--- config.mk ---
export PLATFORM = sky130hd
export DESIGN_NAME = panel_switch_reader
export DESIGN_NICKNAME = d
export VERILOG_FILES = /design/src/rtl/panel_pkg.sv /design/src/rtl/sw_debounce_cell.sv /design/src/rtl/panel_switch_reader.sv
export SDC_FILE = /design/constraint.sdc
export NUM_CORES = 1
export LEC_CHECK = 0
export CORE_MARGIN = 2
export CORE_UTILIZATION = 45
export DETAILED_ROUTE_END_ITERATION = 8
export GPL_TIMING_DRIVEN = 0
export HOLD_SLACK_MARGIN = 0.03
export SYNTH_ARGS = -nofsm -noshare
export SYNTH_HDL_FRONTEND = slang
export SYNTH_SLANG_ARGS = --single-unit
export TNS_END_PERCENT = 1
--- constraint.sdc ---
create_clock -name clock -period 2.68 [get_ports clock]
set_input_delay 0.268 -clock clock [delete_from_list [all_inputs] [get_ports clock]]
set_output_delay 0.268 -clock clock [all_outputs]
set_load 0.005 [all_outputs]
--- src/rtl/panel_pkg.sv ---
// rtl/panel_pkg.sv - shared constants and event type for the panel switch reader
//   N_SW_DEFAULT   : default number of front-panel switches
//   SW_IDX_W       : width of a switch index carried in an event
//   SW_RESET_LEVEL : level loaded into synchronizers and debounced outputs at reset
//   sw_evt_t       : one queued event {index, press}
package panel_pkg;

   localparam int   N_SW_DEFAULT   = 11;
   localparam int   SW_IDX_W       = 4;
   localparam logic SW_RESET_LEVEL = 1'b0;

   typedef struct packed {
      logic [SW_IDX_W-1:0] index;
      logic                press;
   } sw_evt_t;

endpackage

--- src/rtl/sw_debounce_cell.sv ---
// rtl/sw_debounce_cell.sv - synchronizer, debounce counter and stable flop for one switch
//   clock     in  : rising-edge clock
//   reset_n   in  : asynchronous active-low reset
//   sw_raw    in  : asynchronous switch pin, 1 = pressed
//   sw_stable out : debounced level
//   flip      out : high in the cycle whose closing edge changes sw_stable
//   rising    out : direction of that change (1 = 0->1), valid while flip is high
module sw_debounce_cell
   import panel_pkg::*;
#(
   parameter int DEBOUNCE_CYCLES = 1000
) (
   input  logic clock,
   input  logic reset_n,
   input  logic sw_raw,
   output logic sw_stable,
   output logic flip,
   output logic rising
);

   localparam int                CNT_W   = $clog2(DEBOUNCE_CYCLES);
   localparam logic [CNT_W-1:0] CNT_MAX = CNT_W'(DEBOUNCE_CYCLES - 1);

   logic             sync1;
   logic             sync2;
   logic [CNT_W-1:0] cnt;

   // The new level is whatever the synchronizer holds when the count expires.
   assign flip   = (sync2 != sw_stable) && (cnt == CNT_MAX);
   assign rising = sync2;

   always_ff @(posedge clock or negedge reset_n) begin
      if (!reset_n) begin
         sync1     <= SW_RESET_LEVEL;
         sync2     <= SW_RESET_LEVEL;
         sw_stable <= SW_RESET_LEVEL;
         cnt       <= '0;
      end else begin
         sync1 <= sw_raw;
         sync2 <= sync1;
         // Any return to the accepted level restarts the count.
         if (sync2 == sw_stable) begin
            cnt <= '0;
         end else if (flip) begin
            cnt       <= '0;
            sw_stable <= sync2;
         end else begin
            cnt <= cnt + CNT_W'(1);
         end
      end
   end

endmodule

--- src/rtl/panel_switch_reader.sv ---
// rtl/panel_switch_reader.sv - debounced front-panel switch reader with press/release event queue
//   Optional feature macro: PANEL_SW_RELEASE_EVT_EN (queue release events as well as presses)
//   clock        in  : rising-edge clock
//   reset_n      in  : asynchronous active-low reset
//   sw_raw       in  : N_SW asynchronous switch pins, 1 = pressed
//   sw_stable    out : N_SW debounced levels
//   evt_valid    out : FIFO head holds an event
//   evt_ready    in  : consumer accepts the head event when evt_valid is high
//   evt_index    out : switch number of the head event (0 when empty)
//   evt_press    out : 1 = press, 0 = release (0 when empty)
//   evt_overflow out : sticky, an event was overwritten before it could be queued
//   Parameters: N_SW (<=16), DEBOUNCE_CYCLES (>=2), EVT_DEPTH (power of two, >=2)
module panel_switch_reader
   import panel_pkg::*;
#(
   parameter int N_SW            = N_SW_DEFAULT,
   parameter int DEBOUNCE_CYCLES = 1000,
   parameter int EVT_DEPTH       = 4
) (
   input  logic                clock,
   input  logic                reset_n,
   input  logic [N_SW-1:0]     sw_raw,
   output logic [N_SW-1:0]     sw_stable,
   output logic                evt_valid,
   input  logic                evt_ready,
   output logic [SW_IDX_W-1:0] evt_index,
   output logic                evt_press,
   output logic                evt_overflow
);

   localparam int PTR_W = $clog2(EVT_DEPTH);

   logic [N_SW-1:0]  flip;
   logic [N_SW-1:0]  rising;
   logic [N_SW-1:0]  accept;
   logic [N_SW-1:0]  pend;
   logic [N_SW-1:0]  pend_type;
   logic [N_SW-1:0]  grant;
   logic [N_SW-1:0]  clr;
   logic             any_pend;
   sw_evt_t          new_evt;
   sw_evt_t          head;
   sw_evt_t          mem [EVT_DEPTH];
   logic [PTR_W-1:0] wr_ptr;
   logic [PTR_W-1:0] rd_ptr;
   logic [PTR_W:0]   count;
   logic             full;
   logic             push;
   logic             pop;

   for (genvar i = 0; i < N_SW; i++) begin : g_cell
      sw_debounce_cell #(
         .DEBOUNCE_CYCLES (DEBOUNCE_CYCLES)
      ) u_cell (
         .clock     (clock),
         .reset_n   (reset_n),
         .sw_raw    (sw_raw[i]),
         .sw_stable (sw_stable[i]),
         .flip      (flip[i]),
         .rising    (rising[i])
      );
   end

   // Level changes that become events; filtered releases only move sw_stable.
`ifdef PANEL_SW_RELEASE_EVT_EN
   assign accept = flip;
`else
   assign accept = flip & rising;
`endif

   // Lowest-index pending switch wins.
   always_comb begin
      grant    = '0;
      any_pend = 1'b0;
      new_evt  = '0;
      for (int i = 0; i < N_SW; i++) begin
         if (pend[i] && !any_pend) begin
            any_pend      = 1'b1;
            grant[i]      = 1'b1;
            new_evt.index = SW_IDX_W'(i);
            new_evt.press = pend_type[i];
         end
      end
   end

   assign full  = (count == (PTR_W + 1)'(EVT_DEPTH));
   assign pop   = evt_valid && evt_ready;
   // A pop frees a slot in the same cycle, so a full FIFO can still take a push.
   assign push  = any_pend && (!full || pop);
   assign clr   = push ? grant : '0;

   always_ff @(posedge clock or negedge reset_n) begin
      if (!reset_n) begin
         pend         <= '0;
         pend_type    <= '0;
         evt_overflow <= 1'b0;
      end else begin
         pend      <= (pend & ~clr) | accept;
         pend_type <= (pend_type & ~accept) | (rising & accept);
         // A bit being pushed this cycle is no longer occupied, so a new flip there loses nothing.
         if (|(accept & pend & ~clr)) begin
            evt_overflow <= 1'b1;
         end
      end
   end

   always_ff @(posedge clock or negedge reset_n) begin
      if (!reset_n) begin
         wr_ptr <= '0;
         rd_ptr <= '0;
         count  <= '0;
         for (int i = 0; i < EVT_DEPTH; i++) begin
            mem[i] <= '0;
         end
      end else begin
         if (push) begin
            mem[wr_ptr] <= new_evt;
            wr_ptr      <= wr_ptr + PTR_W'(1);
         end
         if (pop) begin
            rd_ptr <= rd_ptr + PTR_W'(1);
         end
         if (push && !pop) begin
            count <= count + (PTR_W + 1)'(1);
         end else if (pop && !push) begin
            count <= count - (PTR_W + 1)'(1);
         end
      end
   end

   assign head      = mem[rd_ptr];
   assign evt_valid = (count != '0);
   assign evt_index = evt_valid ? head.index : '0;
   assign evt_press = evt_valid ? head.press : 1'b0;

endmodule

; ---- Yosys cells after proc, flatten, opt, wreduce, memory -nomap -nowiden
; Index checks and enable logic that the tools add are counted.
[word_totals]
word_cells = 252
out_inout_bits = 18
ff_bits = 193
in_bits = 14
[op_classes]
addsub = 15
n_lt_le_gt_ge = 3
n_reduce_logical = 54
n_mux = 65
n_eq_ne = 34
bitwise_logic = 23
[ops]
columns = operator, n
row1 = $mux W10, 22
row2 = $add A10 B1 Y10 const B, 11
row3 = $eq A10 B10 Y1 const B, 11
row4 = $and A11 B11 Y11, 6
row5 = $mux W5, 12
row6 = $logic_and A1 B1 Y1, 26
row7 = $mux W1, 23
row8 = $not A11 Y11, 2
row9 = $or A11 B11 Y11, 2
row10 = $reduce_and A2 Y1, 11
row11 = $bwmux W20, 1
row12 = $logic_not A1 Y1, 13
row13 = $eq A1 B1 Y1, 11
row14 = $mux W11, 1
row15 = $ne A1 B1 Y1, 11
row16 = $not A1 Y1, 11
row17 = $reduce_or A11 Y1, 1
row18 = $bmux W5 S2, 1
row19 = $demux W5 S2, 1
row20 = $ge A3 B3 Y1 const B, 2
row21 = $mux W3, 2
row22 = $not A2 Y3, 2
row23 = $add A2 B1 Y2 const B, 2
row24 = $mux W4, 1
row25 = other kinds (8), 8

; ---- Depth between registers and ports, before layout
; Gate-level depths: netlist (run 1).
[logic_depth]
ltp_word = 36
mapped_depth = 10
ltp_nobuf = 9

; ---- Modules after synthesis
; A second synthesis (run 1) with hierarchy kept.
[unflattened]
hier_cells = 850
hier_area_um2 = 9008.6
[by_module_without_submodules]
columns = mod, cells_each, area_each_um2, n_inst, seq_area_each_um2
row1 = sw_debounce_cell, 56, 589.3, 11, 325.3
row2 = panel_switch_reader, 234, 2526.2, 1, 1251.2

; ---- Least setup slack after synthesis (run 1)
; No wires, ideal clock.
[synth_path]
path_kind = register to register
start = register count[1]
end = register count[1]
synth_period_minus_slack_ps = 2282
setup_ps = 125
required_time_ps = 2555
arrival_ps = 2157
n_path_buf = 0
stages_incl_launch_ff = 8
path_slack_ps = 398
cell_sequence = dfrtp_1 -> nor4b_4 -> a31o_2 -> inv_2 -> ha_1 -> inv_1 -> fa_1 -> mux2_2
[synth_via]
elab_chain_len = 7
word_cells_on_any_way = 15
classes_between = add/sub: 2 / eq/ne: 1 / mux: 2 / reduce/logical: 10
[synth_rtl]
columns = element, line_no
row1 = "start, declared", panel_switch_reader.sv:46  ; logic [PTR_W:0] count;
row2 = "start signal, assigned", panel_switch_reader.sv:124  ; count <= count + (PTR_W + 1)'(1);
row3 = "start signal, assigned", panel_switch_reader.sv:126  ; count <= count - (PTR_W + 1)'(1);
row4 = branches (longest 7 deep; another with $sub A3 B1 Y3), -
; Several ways; the timed one is not identified. The select of a mux whose other input is x is not followed.
; A chain may end at the register's enable or synchronous reset.

; ---- Worst setup path after layout (run 1)
[layout_path]
start = register rd_ptr[0]
end = output port evt_press
[layout_via]
elab_chain_len = 5
[layout_rtl]
columns = element, line_no
row1 = "start, declared", panel_switch_reader.sv:45  ; logic [PTR_W-1:0] rd_ptr;
row2 = "start signal, assigned", panel_switch_reader.sv:121  ; rd_ptr <= rd_ptr + PTR_W'(1);
row3 = $not A2 Y3 (not written as such), panel_switch_reader.sv:131  ; assign head = mem[rd_ptr];
row4 = $bmux W5 S2, panel_switch_reader.sv:131
row5 = $mux W5 (not written as such) (2 in a row), panel_switch_reader.sv:131
row6 = $mux W1, panel_switch_reader.sv:134  ; assign evt_press = evt_valid ? head.press : 1'b0;
row7 = "end, declared", panel_switch_reader.sv:27  ; output logic evt_press,
; No other way between the ends. The select of a mux whose other input is x is not followed.

==> results of run 1 <==
worst max-delay path, delay by kind of cell (launching register included):
family | cells | cell delay, ps
mux | 1 | 560
simple gates | 1 | 170
flops | 1 | 580
buf+inv | 1 | 440
final cells by class:
class,instances,area [um2],area share
Sequential cell,193,4830,0.4810
Multi-Input combinational cell,568,3687,0.3672
Clock buffer,21,480.5,0.04785
Timing Repair Buffer,35,367.9,0.03664
Tap cell,260,325.3,0.03240
Buffer,26,147.6,0.01470
Clock inverter,11,127.6,0.01271
Inverter,20,75.07,0.007477
layout by cell type (no fill, tap or decap), types with 6 or more instances in the layout:
cell type,n
buf_4,13
nor3_1,12
xnor2_1,51
clkdlybuf4s50_1,30
and3_1,30
clkbuf_1,12
nand2b_1,16
nand4_1,12
clkbuf_16,17
mux2_2,16
nand2_1,58
nor2_1,116
or2_2,8
and2_1,9
o21ai_1,6
nand4b_1,7
inv_1,19
a21oi_1,12
xor2_1,46
nand3_1,47
ha_1,16
dfrtp_1,193
o31ai_1,7
o21ai_0,26
or3_1,11
metal layers:
metal	vias to the layer above	wire [um]	track usage
li1	2856	-	-
met1	2794	7435	0.2207
met2	45	7373	0.2702
met3	6	316	0.03099
met4	0	85	0.05057
met5	-	0	0
flip-flops by register name (all words and copies together), names as in the netlist, named ones only:
signal / cells
evt_overflow: 1
g_cell.u_cell.rising: 11
mem: 20
count: 3
wr_ptr: 2
g_cell.u_cell.sw_stable: 11
pend: 11
g_cell.u_cell.cnt: 110
g_cell.u_cell.sync1: 11
rd_ptr: 2
stage by stage:
stage          instance area [um2]  hold slack (ps)  cells
6_report                     10040            269.8   1134
5_1_grt                      10040            253.4   1134
4_1_cts                      10020            253.0   1132
3_5_place_dp                  9405            329.7   1100
3_3_place_gp                  9373            333.5   1099
2_1_floorplan                 8737           -27.59    808
kinds of logic (layout without fill, tap and decap cells):
group                    Yosys count  in the layout
AO/OA/AOI/OAI                     76             76
XOR/XNOR                          97             97
adder cells (fa/ha/maj)           17             17
buffers and inverters             47            113
flip-flops                       193            193
multiplexers                      21             21
AND/OR/NAND/NOR                  357            357
report_power, final:
group / switching [mW] / internal, mW
sequential: 0.200 / 3.16
combinational: 0.347 / 0.470
clock: 1.08 / 1.48
total: 1.63 / 5.11
worst paths after layout:
check | slack (ps) | from | depth (start not counted) | endpoint
max | 230 | rd_ptr[0] | 3 | evt_press
min | 270 | sw_raw[6] | 1 | g_cell[6].u_cell.sync1
max reg2reg | 250 | pend[0] | 10 | count[2]
min reg2reg | 350 | g_cell[9].u_cell.sync1 | 0 | g_cell[9].u_cell.rising
max in group asynchronous | 1290 | reset_n | 3 | g_cell[8].u_cell.cnt[6]
min in group asynchronous | 430 | reset_n | 2 | g_cell[6].u_cell.cnt[6]
what timing repair did:
| item | CTS | global route |
|---|---|---|
| hold buffers | 1 | 0 |
| endpoints found under the hold margin | 90 | 0 |
| resized for setup | 0 | 1 |
| pin swaps | 1 | 1 |
| setup endpoints to repair | 2 | 2 |
| buffers inserted | 0 | 2 |
==> results.tsv, run 1 <==
stage	metric	value	unit
worst_setup_path	end_kind	output port	
cts	cts_tree	done	
route	antenna_left	0	
worst_setup_path	criticalPathCategory	reg2out	
cts	clockBufferDepth	2	
global_route	gr-total-overflow	0	
floorplan	rows	50	
synthesis	syn_area_per_cell	10.81	um2
synthesis	synthAdderAreaFrac	0.02520	
pwr	totalPowerFinal	6.739	mW
route	totalWireLength	15210	um
route	num_vias	5701	
global_route	first_global_vias	6007	
cts	h-tree-depth	4	
floorplan	start_util	0.4625	
synthesis	synth_top_flop_cell	dfrtp_1	
route	drt-initial-drc-count	303	
floorplan	ios	32	
synthesis	synth.top_cells.by_count	dfrtp_1, nor2_1, nand2_1	
timing	setup_viol	0	
timing	timing.fmax	407.5	MHz
job	maxCapViolCount	0	
worst_setup_path	cpMaxStageDelayCell	dfrtp_1	
final_layout	layout-drive-gt1-share	0.1018	
synthesis	yosysWarnings	0	
synthesis	synth_most_common_cell	dfrtp_1	
floorplan	die_w	143.3	um
final_layout	final_nets	892	
worst_hold_path	hp-class	in2reg	
place	gp_congestion	0.7864	
cts	cts_sinks	193	
timing	slew_headroom	0.5207	
worst_setup_path	critical_path_arrival	2190	ps
route	drc	0	
worst_setup_path	worstPathCellList	mux4_2 > and2_1 > clkdlybuf4s50_1	
cts	numCtsBuffers	17	
timing	setup_ws	225.9	ps
place	place_hpwl	10540	um
global_route	grt_usage	0.1636	
status	status	complete, no violations	
timing	min_period_over_period	0.9157	
synthesis	ys_ff_latch	193	
synthesis	synth_top_area_share	0.5528	
synthesis	syn_nets	839	
final_layout	final_core_util	0.5315	
place	dp_slack	-254.1	ps
synthesis	synth_xor_area_frac	0.09724	
final_layout	antenna_cells	0	
synthesis	synth_top_cell_by_area	dfrtp_1	
floorplan	die_y	143.3	um
global_route	grt_max_degree	104	
timing	finalHoldViolations	0	
place	portBuffers	31	
timing	fin_crit	2454	ps
worst_setup_path	crit_required	2410	ps
final_layout	num-fill-cells	1697	
timing	fin_skew	15.76	ps
timing	tightestPinTransition	712.4	ps
synthesis	postSynthCellCount	808	
timing	drv_slew	0	
worst_setup_path	critPathMaxFanout	7	
synthesis	async_flop_share	1.000	
synthesis	synth_cell_types	58	
pwr	powerDensity	671.1	mW/mm2
synthesis	synth_area	0.008737	mm2
global_route	antenna_found_initial	0	
pwr	ir_worst_vdd	0.5852	mV
synthesis	yosys-top-cells-area	dfrtp_1, xnor2_1, nor2_1	
synthesis	synth_top_family_by_area	simple AND/OR/NAND/NOR gates	
timing	setup_tns	0	ps
route	wl_per_cell	13.41	um
cts	clock-root-buffer	clkbuf_16	
route	viasPerCell	5.027	
route	first_pass_iters	5	
floorplan	die_area	0.02055	mm2
global_route	grt_pass1_wl	27240	um
final_layout	areaGrowthSynthToFinish	14.92	%
worst_setup_path	cp-start-kind	register	
synthesis	synth.area.mux_share	0.03351	
cts	cts.clk_slew.worst_paths	70	ps
floorplan	core	0.01889	mm2
synthesis	synthSimpleGateAreaFrac	0.2058	
pwr	leakage	4.551	nW
synthesis	synth-compound-area-share	0.05957	
cts	insertion_delay	430	ps
synthesis	ys_seq_area_frac	0.5528	
synthesis	synth_edf_count	0	
worst_setup_path	critPathMaxStageDelay	580	ps
Note: power is estimated with default switching activity, not from simulation.
==> run 2, diff against run 1 <==
--- a/config.mk
+++ b/config.mk
@@ -9,8 +9,8 @@
 export CORE_UTILIZATION = 45
 export DETAILED_ROUTE_END_ITERATION = 8
 export GPL_TIMING_DRIVEN = 0
-export HOLD_SLACK_MARGIN = 0.03
+export HOLD_SLACK_MARGIN = 0.02
 export SYNTH_ARGS = -nofsm -noshare
 export SYNTH_HDL_FRONTEND = slang
 export SYNTH_SLANG_ARGS = --single-unit
-export TNS_END_PERCENT = 1
+export TNS_END_PERCENT = 50
==> results of run 2 <==
The final DEF is identical to that of run 1; final timing and power are the same.
